### src/rtl/count_seq_pkg.sv
// rtl/count_seq_pkg.sv - state and select encodings for the count sequencer
package count_seq_pkg;

    typedef enum logic [2:0] {
        ST_IDLE = 3'd0,
        ST_CLR  = 3'd1,
        ST_UP   = 3'd2,
        ST_HOLD = 3'd3,
        ST_DOWN = 3'd4,
        ST_DONE = 3'd5
    } state_t;

    localparam logic SEL_UP   = 1'b0;
    localparam logic SEL_DOWN = 1'b1;

endpackage

### src/rtl/count_seq_timer.sv
// rtl/count_seq_timer.sv - loadable down-counter that times the HOLD dwell
module count_seq_timer #(
    parameter int DW = 8
) (
    input  logic          clk,
    input  logic          rst,
    input  logic          load,
    input  logic [DW-1:0] load_val,
    input  logic          tick,
    output logic          zero
);

    logic [DW-1:0] timer_q;
    logic [DW-1:0] timer_d;

    // load wins over tick; ticking stops at zero so the timer never wraps
    always_comb begin
        timer_d = timer_q;
        if (load) begin
            timer_d = load_val;
        end else if (tick && (timer_q != '0)) begin
            timer_d = timer_q - DW'(1);
        end
    end

    // timer register
    always_ff @(posedge clk or negedge rst) begin
        if (!rst) begin
            timer_q <= '0;
        end else begin
            timer_q <= timer_d;
        end
    end

    assign zero = (timer_q == '0);

endmodule

### src/rtl/count_seq_ctrl.sv
// rtl/count_seq_ctrl.sv - clear/ramp-up/dwell/ramp-down sequencer for the shared counter
module count_seq_ctrl
    import count_seq_pkg::*;
#(
    parameter int bits = 4,
    parameter int DW   = 8,
    parameter int RW   = 4
) (
    input  logic            clk,
    input  logic            rst,
    input  logic            start,
    input  logic            abort,
    input  logic [bits-1:0] limit,
    input  logic [DW-1:0]   dwell,
    input  logic [RW-1:0]   reps,
    input  logic [bits-1:0] count_in,
    output logic            cnt_select,
    output logic            cnt_en,
    output logic            cnt_clr,
    output logic            busy,
    output logic            done,
    output logic [RW-1:0]   rep_cnt
);

    state_t          state_q, state_d;
    logic [bits-1:0] limit_q, limit_d;
    logic [DW-1:0]   dwell_q, dwell_d;
    logic [RW-1:0]   reps_q, reps_d;
    logic [RW-1:0]   rep_cnt_q, rep_cnt_d;

    logic            hold_load;
    logic            hold_tick;
    logic            hold_zero;
    logic [DW-1:0]   hold_load_val;
    logic            rep_end;
    logic [RW:0]     rep_next;
    logic [RW:0]     reps_eff;

    // timer holds (cycles left - 1) so a dwell of 0 still gives one HOLD cycle
    assign hold_load_val = (dwell_q == '0) ? '0 : dwell_q - DW'(1);
    assign rep_next      = {1'b0, rep_cnt_q} + (RW+1)'(1);
    assign reps_eff      = (reps_q == '0) ? (RW+1)'(1) : {1'b0, reps_q};

    count_seq_timer #(
        .DW(DW)
    ) u_hold_timer (
        .clk      (clk),
        .rst      (rst),
        .load     (hold_load),
        .load_val (hold_load_val),
        .tick     (hold_tick),
        .zero     (hold_zero)
    );

    // state, config latches and repetition counter
    always_ff @(posedge clk or negedge rst) begin
        if (!rst) begin
            state_q   <= ST_IDLE;
            limit_q   <= '0;
            dwell_q   <= '0;
            reps_q    <= '0;
            rep_cnt_q <= '0;
        end else begin
            state_q   <= state_d;
            limit_q   <= limit_d;
            dwell_q   <= dwell_d;
            reps_q    <= reps_d;
            rep_cnt_q <= rep_cnt_d;
        end
    end

    // next state; count_in lags cnt_en by one cycle, so ramps stop one value early
    always_comb begin
        state_d   = state_q;
        limit_d   = limit_q;
        dwell_d   = dwell_q;
        reps_d    = reps_q;
        rep_cnt_d = rep_cnt_q;
        hold_load = 1'b0;
        hold_tick = 1'b0;
        rep_end   = 1'b0;

        if ((state_q != ST_IDLE) && abort) begin
            state_d = ST_IDLE;
        end else begin
            case (state_q)
                ST_IDLE: begin
                    if (start && !abort) begin
                        limit_d   = limit;
                        dwell_d   = dwell;
                        reps_d    = reps;
                        rep_cnt_d = '0;
                        state_d   = ST_CLR;
                    end
                end
                ST_CLR: begin
                    if (limit_q == '0) begin
                        state_d   = ST_HOLD;
                        hold_load = 1'b1;
                    end else begin
                        state_d = ST_UP;
                    end
                end
                ST_UP: begin
                    if (count_in == limit_q - bits'(1)) begin
                        state_d   = ST_HOLD;
                        hold_load = 1'b1;
                    end
                end
                ST_HOLD: begin
                    if (!hold_zero) begin
                        hold_tick = 1'b1;
                    end else if (limit_q != '0) begin
                        state_d = ST_DOWN;
                    end else begin
                        rep_end = 1'b1;
                    end
                end
                ST_DOWN: begin
                    if (count_in == bits'(1)) begin
                        rep_end = 1'b1;
                    end
                end
                ST_DONE: begin
                    state_d = ST_IDLE;
                end
                default: begin
                    state_d = ST_IDLE;
                end
            endcase
        end

        // a zero limit has no ramps, so further repetitions are back-to-back dwells
        if (rep_end) begin
            rep_cnt_d = rep_next[RW-1:0];
            if (rep_next >= reps_eff) begin
                state_d = ST_DONE;
            end else if (limit_q != '0) begin
                state_d = ST_UP;
            end else begin
                state_d   = ST_HOLD;
                hold_load = 1'b1;
            end
        end
    end

    // Moore outputs decoded from the registered state
    always_comb begin
        cnt_select = SEL_UP;
        cnt_en     = 1'b0;
        cnt_clr    = 1'b0;
        busy       = (state_q != ST_IDLE);
        done       = 1'b0;
        case (state_q)
            ST_CLR:  cnt_clr = 1'b1;
            ST_UP:   cnt_en  = 1'b1;
            ST_DOWN: begin
                cnt_en     = 1'b1;
                cnt_select = SEL_DOWN;
            end
            ST_DONE: done = 1'b1;
            default: begin
                cnt_en = 1'b0;
            end
        endcase
    end

    assign rep_cnt = rep_cnt_q;

endmodule
### config.mk
export PLATFORM = sky130hd
export DESIGN_NAME = count_seq_ctrl
export DESIGN_NICKNAME = d
export VERILOG_FILES = /design/src/rtl/count_seq_pkg.sv /design/src/rtl/count_seq_timer.sv /design/src/rtl/count_seq_ctrl.sv
export SDC_FILE = /design/constraint.sdc
export NUM_CORES = 1
export LEC_CHECK = 0
export ABC_AREA = 1
export BUFFER_PORTS_ARGS = -buffer_cell sky130_fd_sc_hd__buf_2
export CAP_MARGIN = 10
export CORE_UTILIZATION = 30
export CTS_BUF_LIST = sky130_fd_sc_hd__clkbuf_4 sky130_fd_sc_hd__clkbuf_8
export CTS_CLUSTER_DIAMETER = 100
export DETAILED_ROUTE_END_ITERATION = 8
export PLACE_DENSITY_LB_ADDON = 0.2
export SLEW_MARGIN = 20
export SYNTH_ARGS = -nofsm -noshare
export SYNTH_HDL_FRONTEND = slang
export SYNTH_HIERARCHICAL = 1
export SYNTH_SLANG_ARGS = --single-unit
### constraint.sdc
create_clock -name clk -period 5.35 [get_ports clk]
set_input_delay 0.8025 -clock clk [delete_from_list [all_inputs] [get_ports clk]]
set_output_delay 0.8025 -clock clk [all_outputs]
set_load 0.05 [all_outputs]
After elaboration in Yosys (flattened, before gate mapping)
Index checks and enable logic that the tools add are counted.

word-level totals
  register bits after elaboration = 31
  bits of input ports = 24
  output and inout bits = 9
  logic and storage cells = 81

operators by class
  add/sub/neg operators = 4
  order comparisons = 1
  equality and inequality tests = 13
  multiplexer cells = 37
  bitwise gates (word level) = 1
  reduce and logical (&&, ||, !) cells = 19

operator list
  operator               number
  $mux W8                3
  $mux W3                7
  $mux W4                5
  $mux W1                19
  $logic_not A8 Y1       2
  $ne A4 B4 Y1 const B   4
  $sub A8 B1 Y8 const B  2
  $pmux W3 S5            1
  $logic_not A4 Y1       2
  $reduce_bool A8 Y1     1
  $eq A3 B2 Y1 const B   2
  $eq A3 B3 Y1 const B   2
  $reduce_and A3 Y1      2
  $reduce_bool A2 Y1     3
  $add A4 B1 Y5 const B  1
  $ge A5 B4 Y1           1
  $reduce_and A5 Y1      1
  $eq A4 B1 Y1 const B   1
  $eq A4 B4 Y1           1
  $pmux W1 S2            2
  $reduce_bool A4 Y1     1
  $sub A4 B1 Y4 const B  1
  $eq A3 B1 Y1 const B   1
  $logic_and A1 B1 Y1    3
  7 further kinds        7

Longest topological paths before layout
Gate-level depths: netlist of run 1.

  depth after elaboration = 9
  gate-level depth with buffers = 17
  mapped depth without buffers = 17

Modules after synthesis
Netlist of run 1, hierarchy kept.

modules (own cells, without submodules)
  module           times used  cells an instance  area an instance (um2)  seq. area each (um2)
  count_seq_ctrl   1           223                1611.5                  575.6
  count_seq_timer  1           93                 596.8                   200.2

Worst setup path before layout of run 1
No wires, ideal clock.

  path type = reg-to-reg
  from = reg rep_cnt_q[0] (netlist: rep_cnt[0])
  to = reg u_hold_timer.timer_q[0]
  setup time = 0.125 ns
  arrival = 2.600 ns
  data required time = 5.225 ns
  path slack = 2.625 ns
  cell stages (with the launch flop) = 15
  path buffers = 1
  period minus slack after synthesis = 2.725 ns
  path through = dfrtp_1 ha_1 xor2_1 ha_1 nand2_1 nand2_1 nand3_1 nand2_1 inv_1 nand3_1 o31ai_1 clkbuf_1 o21ai_0 nand2_1 o21ai_1

between the ends
  word-level cells in the longest chain between the ends = 5
  elaborated cells on any way between the ends = 6
  those cells by class = 1 x add/sub; 1 x order compare; 3 x mux; 1 x reduce/logical

RTL lines
  what                                           RTL line               RTL
  start, declared                                count_seq_ctrl.sv:29   logic [RW-1:0] rep_cnt_q, rep_cnt_d;
  start signal, assigned                         count_seq_ctrl.sv:68   rep_cnt_q <= rep_cnt_d;
  $add A4 B1 Y5 (*)                              count_seq_ctrl.sv:41   assign rep_next = {1'b0, rep_cnt_q} + (RW+1)'(1);
  $ge A5 B4 Y1 (*)                               count_seq_ctrl.sv:136  if (rep_next >= reps_eff) begin
  $mux W1 (*)                                    count_seq_ctrl.sv:136
  $mux W1 (*)                                    count_seq_ctrl.sv:134  if (rep_end) begin
  via hold_load                                  count_seq_ctrl.sv:31   logic hold_load;
  $mux W8 or $reduce_bool A2 Y1 (tied branches)  --
  end signal, assigned                           count_seq_timer.sv:31  timer_q <= timer_d;
  end, declared                                  count_seq_timer.sv:13  logic [DW-1:0] timer_q;

Mark *: on every way through the listed nets, which the timed path passes. The rest lies on a longest branch.
A chain may end at the register's enable or synchronous reset.

Worst setup path in the final report of run 1
  from = reg rep_cnt_q[0] (netlist: rep_cnt[0])
  to = reg u_hold_timer.timer_q[3]

Same word-level chain as after synthesis.

==> results.md, run 1 <==
* Number of antenna violations at the first check in global routing at 0
* Largest net degree at the start of global routing at 32
* Outcome: finished clean
* Post-Route Utilization at 0.3667
* Worst slew margin relative to its limit at 0.3491
* Total clock buffers created by CTS at 5
* Critical path launch point type: register
* Simple-gate share of the synthesized area at 0.3751
* Number of instances in the synthesized netlist at about 320
* Final period utilization at 0.4877
* DIE WIDTH at ~88 microns
* Number of max-slew violations in the final report at 0
* Mux contribution to synthesized area at 0
* Commonest non-fill, non-tap cell in the layout: sky130_fd_sc_hd__nand2_1
* Net total in the final layout at a little under 400
* Time the final worst path needs with I/O delays and setup at around 2.6 ns
* Row cnt at 30
* Worst-Margin Slew at ~0.97 ns
* Post-CTS repair timing setup buffer count at 0
* Setup slack after placement at 2.731 ns
* Number of nets produced by synthesis at 350
* Max rail drop VDD at around 0.15 mV
* XOR/XNOR Fraction of Synth Area at 0.03569
* Adder-cell share of the synthesized area at 0.05666
* Yosys synthesis warning count at 6
* Clock-pin slew on the worst setup and hold paths at approximately 0.07 ns
* Final number of setup-violating endpoints at 0
* Largest family of logic cells by synthesized area: simple AND/OR/NAND/NOR gates
* Number of hold-repair buffers added at the cts stage at 0
* Cell area after layout at about 2500 sq um
* Post-detailed-routing wire length at around 4800 microns
* Class of the worst hold path: reg2reg
* Global route total overflow at 0
* Final total power at 1.325 mW
* Via/cell ratio at between 4 and 5
* Number of synthesized register bits at 31
* Die area at about 7700 sq um
* Vertical die dimension at between 80 and 90 microns
* CTS tree: done
* ANT nets after route at 0
* Flip-flop cell with the highest count after synthesis: sky130_fd_sc_hd__dfrtp_1
* Clock latency on the worst-skew pair at around 0.28 ns
* Number of library cell types mapped by synthesis at 33
* Clock skew after layout at between 0.007 and 0.008 ns
* TritonCTS sink count at 31
* Number of diodes added for antenna fixing at 0
* H-tree levels at 2
* Critical path class: reg2reg
* Number of buffers between clock root and the deepest sink at 2
* Number of vias in the routed layout at 2012
* Number of global-route vias before repair at between 1500 and 2000
* Worst Slack Setup Final at approximately 2.7 ns
* Maximum capacitance violations at 0
* Worst Path Max Fanout at 13
* Total core area at around 7000 sq um
* Initial Util at 0.3180
* Total count of hold-check failures in the final report at 0
* Pwr/cell area at approximately 520 nW/um^2
* Global Route Usage Sum at 0.1434
* Maximum clock rate at ~380 MHz
* Count of flip-flops with a built-in enable after synthesis at 0
* Routed length per instance at roughly 11 microns
* Async set-reset flop share out of synthesis at 1.000
* Data arrival time of the critical path at between 2 and 3 ns
* DR iter-0 viols at 100
* Setup repair after global routing missed its margin: false
* Proportion of synthesized chip area in sequential cells at 0.3513
* Top library cells by usage in the layout, fill and taps aside: sky130_fd_sc_hd__nand2_1, sky130_fd_sc_hd__inv_1, sky130_fd_sc_hd__buf_2, sky130_fd_sc_hd__dfrtp_1
* Compound-gate portion of the synthesized area at 0.08612
* DRC violation count after routing at 0
* Endpoint class of the critical path: register
* Share of post-route cells with drive strength above 1 at 0.1733
* Detailed-routing iteration count for the pre-antenna-repair pass at 4
* Count of boundary I/O pins at 33
* Cell area after synthesis at about 2200 sq um
* Half-perimeter wire length of the detailed placement result at 3802 microns
* Mean Syn Cell Area at 6.989 sq um
* First-pass GRT wire length at 8500 microns
* Post-place instance area at roughly 2500 sq um
* # port buffers at 32
* Leakage power figure at 1.353 nW
* Worst endpoint required time at roughly 5.5 ns
* Setup tns final at 0 ns
* Growth of design area from synthesis to finish at 15.30%
* Post-cts resize count at 0
* Routability Congestion at ~0.84
* CTS Root Buffer Type: sky130_fd_sc_hd__clkbuf_8
layer usage:
layer | track usage | up-vias | part of all wire
met5 | 0 | - | 0
met4 | 0.05365 | 0 | 0.0083
met3 | 0.02639 | 2 | 0.028
met2 | 0.2248 | 29 | 0.43
met1 | 0.1961 | 911 | 0.54
li1 | - | 1070 | -
final cells by class:
class                      count  area, sq um
clock buffer                   6        82.58
timing repair buffer          33        167.7
inverter                      45        172.7
multi-input combinational    236         1222
sequential                    31        775.7
tap                           96        120.1
clock inverter                 1        5.005
fill                         783         4398
metrics by stage:
stage          hold WS, ns  cells
5_1_grt             0.5364    448
3_5_place_dp        0.4789    441
6_report            0.5023    448
2_1_floorplan       0.4429    316
3_3_place_gp        0.4767    441
4_1_cts             0.5013    448
power breakdown:
part	switching [mW]	total (mW)	internal [mW]	leakage, nW
logic	0.465	0.720	0.255	0.911
clock network	0.0892	0.190	0.101	0.0470
registers	0.0879	0.415	0.327	0.395
worst paths after layout:
check	to	slack [ns]	cells past startpoint	from
max reg2reg	u_hold_timer/timer_q[3]	2.74	16	rep_cnt[0]
min in group asynchronous	u_hold_timer/timer_q[7]	0.57	1	rst
max in group asynchronous	limit_q[1]	4.30	1	rst
min	reps_q[0]	0.50	2	reps_q[0]
min reg2reg	reps_q[0]	0.50	2	reps_q[0]
max	u_hold_timer/timer_q[3]	2.74	16	rep_cnt[0]
synthesized netlist by cell type (all sizes together), types with 3 or more instances:
master	number	area, sq um
nand2	111	441.7
inv	44	167.7
nor2	32	132.6
dfrtp	31	775.7
nand3	30	155.1
o21ai	24	135.1
ha	10	125.1
xor2	6	52.55
nand4	5	31.28
nor3	5	52.55
a21oi	3	15.01
buf	3	33.78
xnor2	3	26.28
sequential cells by signal, summed over array words and instances (netlist names):
register              flops
state_q                   3
dwell_q                   8
limit_q                   4
u_hold_timer/timer_q      8
rep_cnt                   4
reps_q                    4
cell families after synthesis:
group	Yosys count
fa+ha+maj	10
simple gates	185
buf+inv	49
compound gates	32
xor+xnor	9
flops	31
critical path, stage by stage (launching register included):
cell	delay, ns
sky130_fd_sc_hd__dfrtp_1	0.43
sky130_fd_sc_hd__ha_1	0.24
sky130_fd_sc_hd__xor2_1	0.16
sky130_fd_sc_hd__ha_1	0.33
sky130_fd_sc_hd__nand2_1	0.07
sky130_fd_sc_hd__nand2_1	0.04
sky130_fd_sc_hd__nand3_1	0.05
sky130_fd_sc_hd__nand2_1	0.05
sky130_fd_sc_hd__inv_1	0.06
sky130_fd_sc_hd__nand3_1	0.11
sky130_fd_sc_hd__o31ai_1	0.26
sky130_fd_sc_hd__buf_4	0.23
sky130_fd_sc_hd__inv_1	0.16
sky130_fd_sc_hd__nand2_4	0.15
sky130_fd_sc_hd__clkinv_2	0.07
sky130_fd_sc_hd__nand2_1	0.06
sky130_fd_sc_hd__nand2_1	0.05
Power figures use the tool's default switching activity.
==> inputs of run 2 (changes only) <==
==> constraint.sdc (replaced) <==
create_clock -name clk -period 2.3 [get_ports clk]
set_input_delay 0.345 -clock clk [delete_from_list [all_inputs] [get_ports clk]]
set_output_delay 0.345 -clock clk [all_outputs]
set_load 0.05 [all_outputs]
==> run 2 against run 1 <==
Effect of this change:
- largest power group unchanged
- hold slack lost 0.39 ns
- core utilization increased by 2.5 points
- register-to-register slack lost 2.8 ns
- first-iteration DRC count decreased by 35%
- global-route usage up 0.20 points
- the run now ends with setup timing left
- sequential share of layout area is 1.8 points lower
==> results.md, run 2 (synthesized netlist as in run 1, its figures left out) <==
* Outcome: complete, but fails checks
* Failing checks: setup timing
* R2r startpoint: rep_cnt[0]
* Total core area at 6944 sq um
* Worst Slack Setup Final at -0.01301 ns
* Clock-pin slew on the worst setup and hold paths at ~0.070 ns
* Class of the worst hold path: in2async
* Number of hold-repair buffers added at the cts stage at 0
* Max rail drop VDD at 0.3956 mV
* Commonest non-fill, non-tap cell in the layout: sky130_fd_sc_hd__nand2_1
* Global route total overflow at 0
* CTS tree: done
* Critical path class: reg2reg
* DR iter-0 viols at 65
* Pwr/cell area at 1247 nW/um^2
* Maximum clock rate at approximately 430 MHz
* Registers with the most flip-flops: dwell_q x8, u_hold_timer/timer_q x8
* Total clock buffers created by CTS at 5
* H-tree levels at 2
* Endpoint class of the critical path: register
* CTS Root Buffer Type: sky130_fd_sc_hd__clkbuf_8
* Detailed-routing iteration count for the pre-antenna-repair pass at 4
* Global Route Usage Sum at 0.1454
* Critical Path Start: rep_cnt[0]
* Growth of design area from synthesis to finish at 23.17%
* Number of diodes added for antenna fixing at 0
* Crit path buffers/inverters at 2
* ANT nets after route at 0
* Slack of the worst reg-to-reg path at -0.01 ns
* Largest net degree at the start of global routing at 32
* Number of antenna violations at the first check in global routing at 0
* Number of buffers between clock root and the deepest sink at 2
* Worst slew margin relative to its limit at 0.5203
* Final period utilization at 1.006
* # port buffers at 32
* Critical path's slowest cell: sky130_fd_sc_hd__dfrtp_2
* Count of boundary I/O pins at 33
* Post-Route Utilization at 0.3917
* Number of vias in the routed layout at 2002
* Row cnt at 30
* Time the final worst path needs with I/O delays and setup at between 2 and 2.5 ns
* Setup repair after global routing missed its margin: true
* Net total in the final layout at between 300 and 400
* DRC violation count after routing at 0
* Final number of setup-violating endpoints at 3
* Smallest hold slack at 0.1077 ns
* Share of post-route cells with drive strength above 1 at 0.2340
* Routability Congestion at 0.8573
* Clock latency on the worst-skew pair at ~0.28 ns
* TritonCTS sink count at 31
* Maximum capacitance violations at 0
* Filler Cells Inserted at ~740
* Routed length per instance at between 10 and 15 microns
* Total count of hold-check failures in the final report at 0
* Cell with the most instances on the worst path: sky130_fd_sc_hd__nand2_1
* Leakage power figure at between 1 and 1.5 nW
* Delay of the slowest cell on the worst path at between 0.4 and 0.5 ns
* Number of global-route vias before repair at between 1500 and 2000
* Vertical die dimension at roughly 90 microns
* First-pass GRT wire length at between 8000 and 9000 microns
* Largest delay contributor family on the critical path: adder cells
* Post-detailed-routing wire length at around 5000 microns
* Via/cell ratio at between 4 and 5
* Initial Util at 0.3180
* Number of max-slew violations in the final report at 0
* Top library cells by usage in the layout, fill and taps aside: sky130_fd_sc_hd__nand2_1, sky130_fd_sc_hd__inv_1, sky130_fd_sc_hd__buf_2, sky130_fd_sc_hd__nor2_1, sky130_fd_sc_hd__dfrtp_1
* Half-perimeter wire length of the detailed placement result at 3799 microns
* Worst Path Max Fanout at 6
* Data arrival time of the critical path at approximately 2.5 ns
* DIE WIDTH at roughly 90 microns
* Worst-Margin Slew at approximately 0.72 ns
* Die area at between 7000 and 8000 sq um
* Sequence of cells on the critical path: ha_4, xor2_2, ha_1, nand2_1, nand2_1, nand3_1, nand2_1, inv_2, nand3_4, o31ai_4, buf_4, o21ai_1, nand2_1, nand2_1
* Critical path launch point type: register
* Clock skew after layout at 0.004541 ns
* Worst endpoint required time at 2.48 ns
run 2: cell count changes in the layout (fill, tap and decap cells not counted), moves of 3 or more:
| cell | delta |
|---|---|
| sky130_fd_sc_hd__o21ai_1 | +3 |
| sky130_fd_sc_hd__nand3_1 | -3 |
| sky130_fd_sc_hd__o21ai_0 | -3 |
| sky130_fd_sc_hd__dfrtp_2 | +3 |
| sky130_fd_sc_hd__dfrtp_1 | -3 |
| sky130_fd_sc_hd__nand2_1 | -5 |
| sky130_fd_sc_hd__buf_4 | +5 |
| sky130_fd_sc_hd__nand2_2 | +4 |
run 2: through the flow:
stage	cell area (sq um)	cells	setup TNS (ns)	setup WS, ns	total power [mW]
floorplan	2257	316	-0.1352	-0.03070	2.350
global placement	2520	444	0	0.04901	2.706
detailed placement	2520	444	0	0.01028	2.725
CTS	2638	452	0	0.02302	3.323
global route	2720	455	-0.8793	-0.1309	3.755
finish	2720	455	-0.03063	-0.01301	3.391
run 2: worst paths after layout:
| kind | end | depth (start not counted) |
|---|---|---|
| worst max-delay path | u_hold_timer/timer_q[2] | 14 |
| worst min-delay path | rep_cnt[1] | 1 |
| worst max register to register | u_hold_timer/timer_q[2] | 14 |
| worst min register to register | reps_q[0] | 2 |
| max in group asynchronous | rep_cnt[2] | 1 |
| min in group clk | dwell_q[3] | 3 |
run 2: timing repair:
action / in CTS / in global routing
buffers inserted: 0 / 2
setup endpoints to repair: 5 / 8
gates cloned: 0 / 1
pin swaps: 2 / 9
resized for setup: 0 / 16
run 2: power breakdown:
part           switching (mW)  internal, mW  leakage [nW]
Combinational            1.16         0.694         0.964
Sequential              0.206         0.762         0.390
Clock                   0.218         0.351        0.0612
run 2: area by class of cell:
cell class,count,area [sq um],share of cell area
Clock buffer,6,82.58,0.03036
Clock inverter,2,35.03,0.01288
Multi-Input combinational cell,236,1305,0.4798
Sequential cell,31,779.5,0.2866
Timing Repair Buffer,39,216.5,0.07958
Tap cell,96,120.1,0.04416
Inverter,45,181.4,0.06670
run 2: routing by layer:
| metal | wire length, microns | share of wire | global-route usage | up-vias |
|---|---|---|---|---|
| met5 | 0 | 0 | 0 | - |
| met3 | 160 | 0.032 | 0.02828 | 6 |
| met4 | 81 | 0.016 | 0.05365 | 0 |
| met1 | 2554 | 0.52 | 0.2038 | 882 |
| met2 | 2147 | 0.43 | 0.2213 | 36 |
| li1 | - | - | - | 1078 |
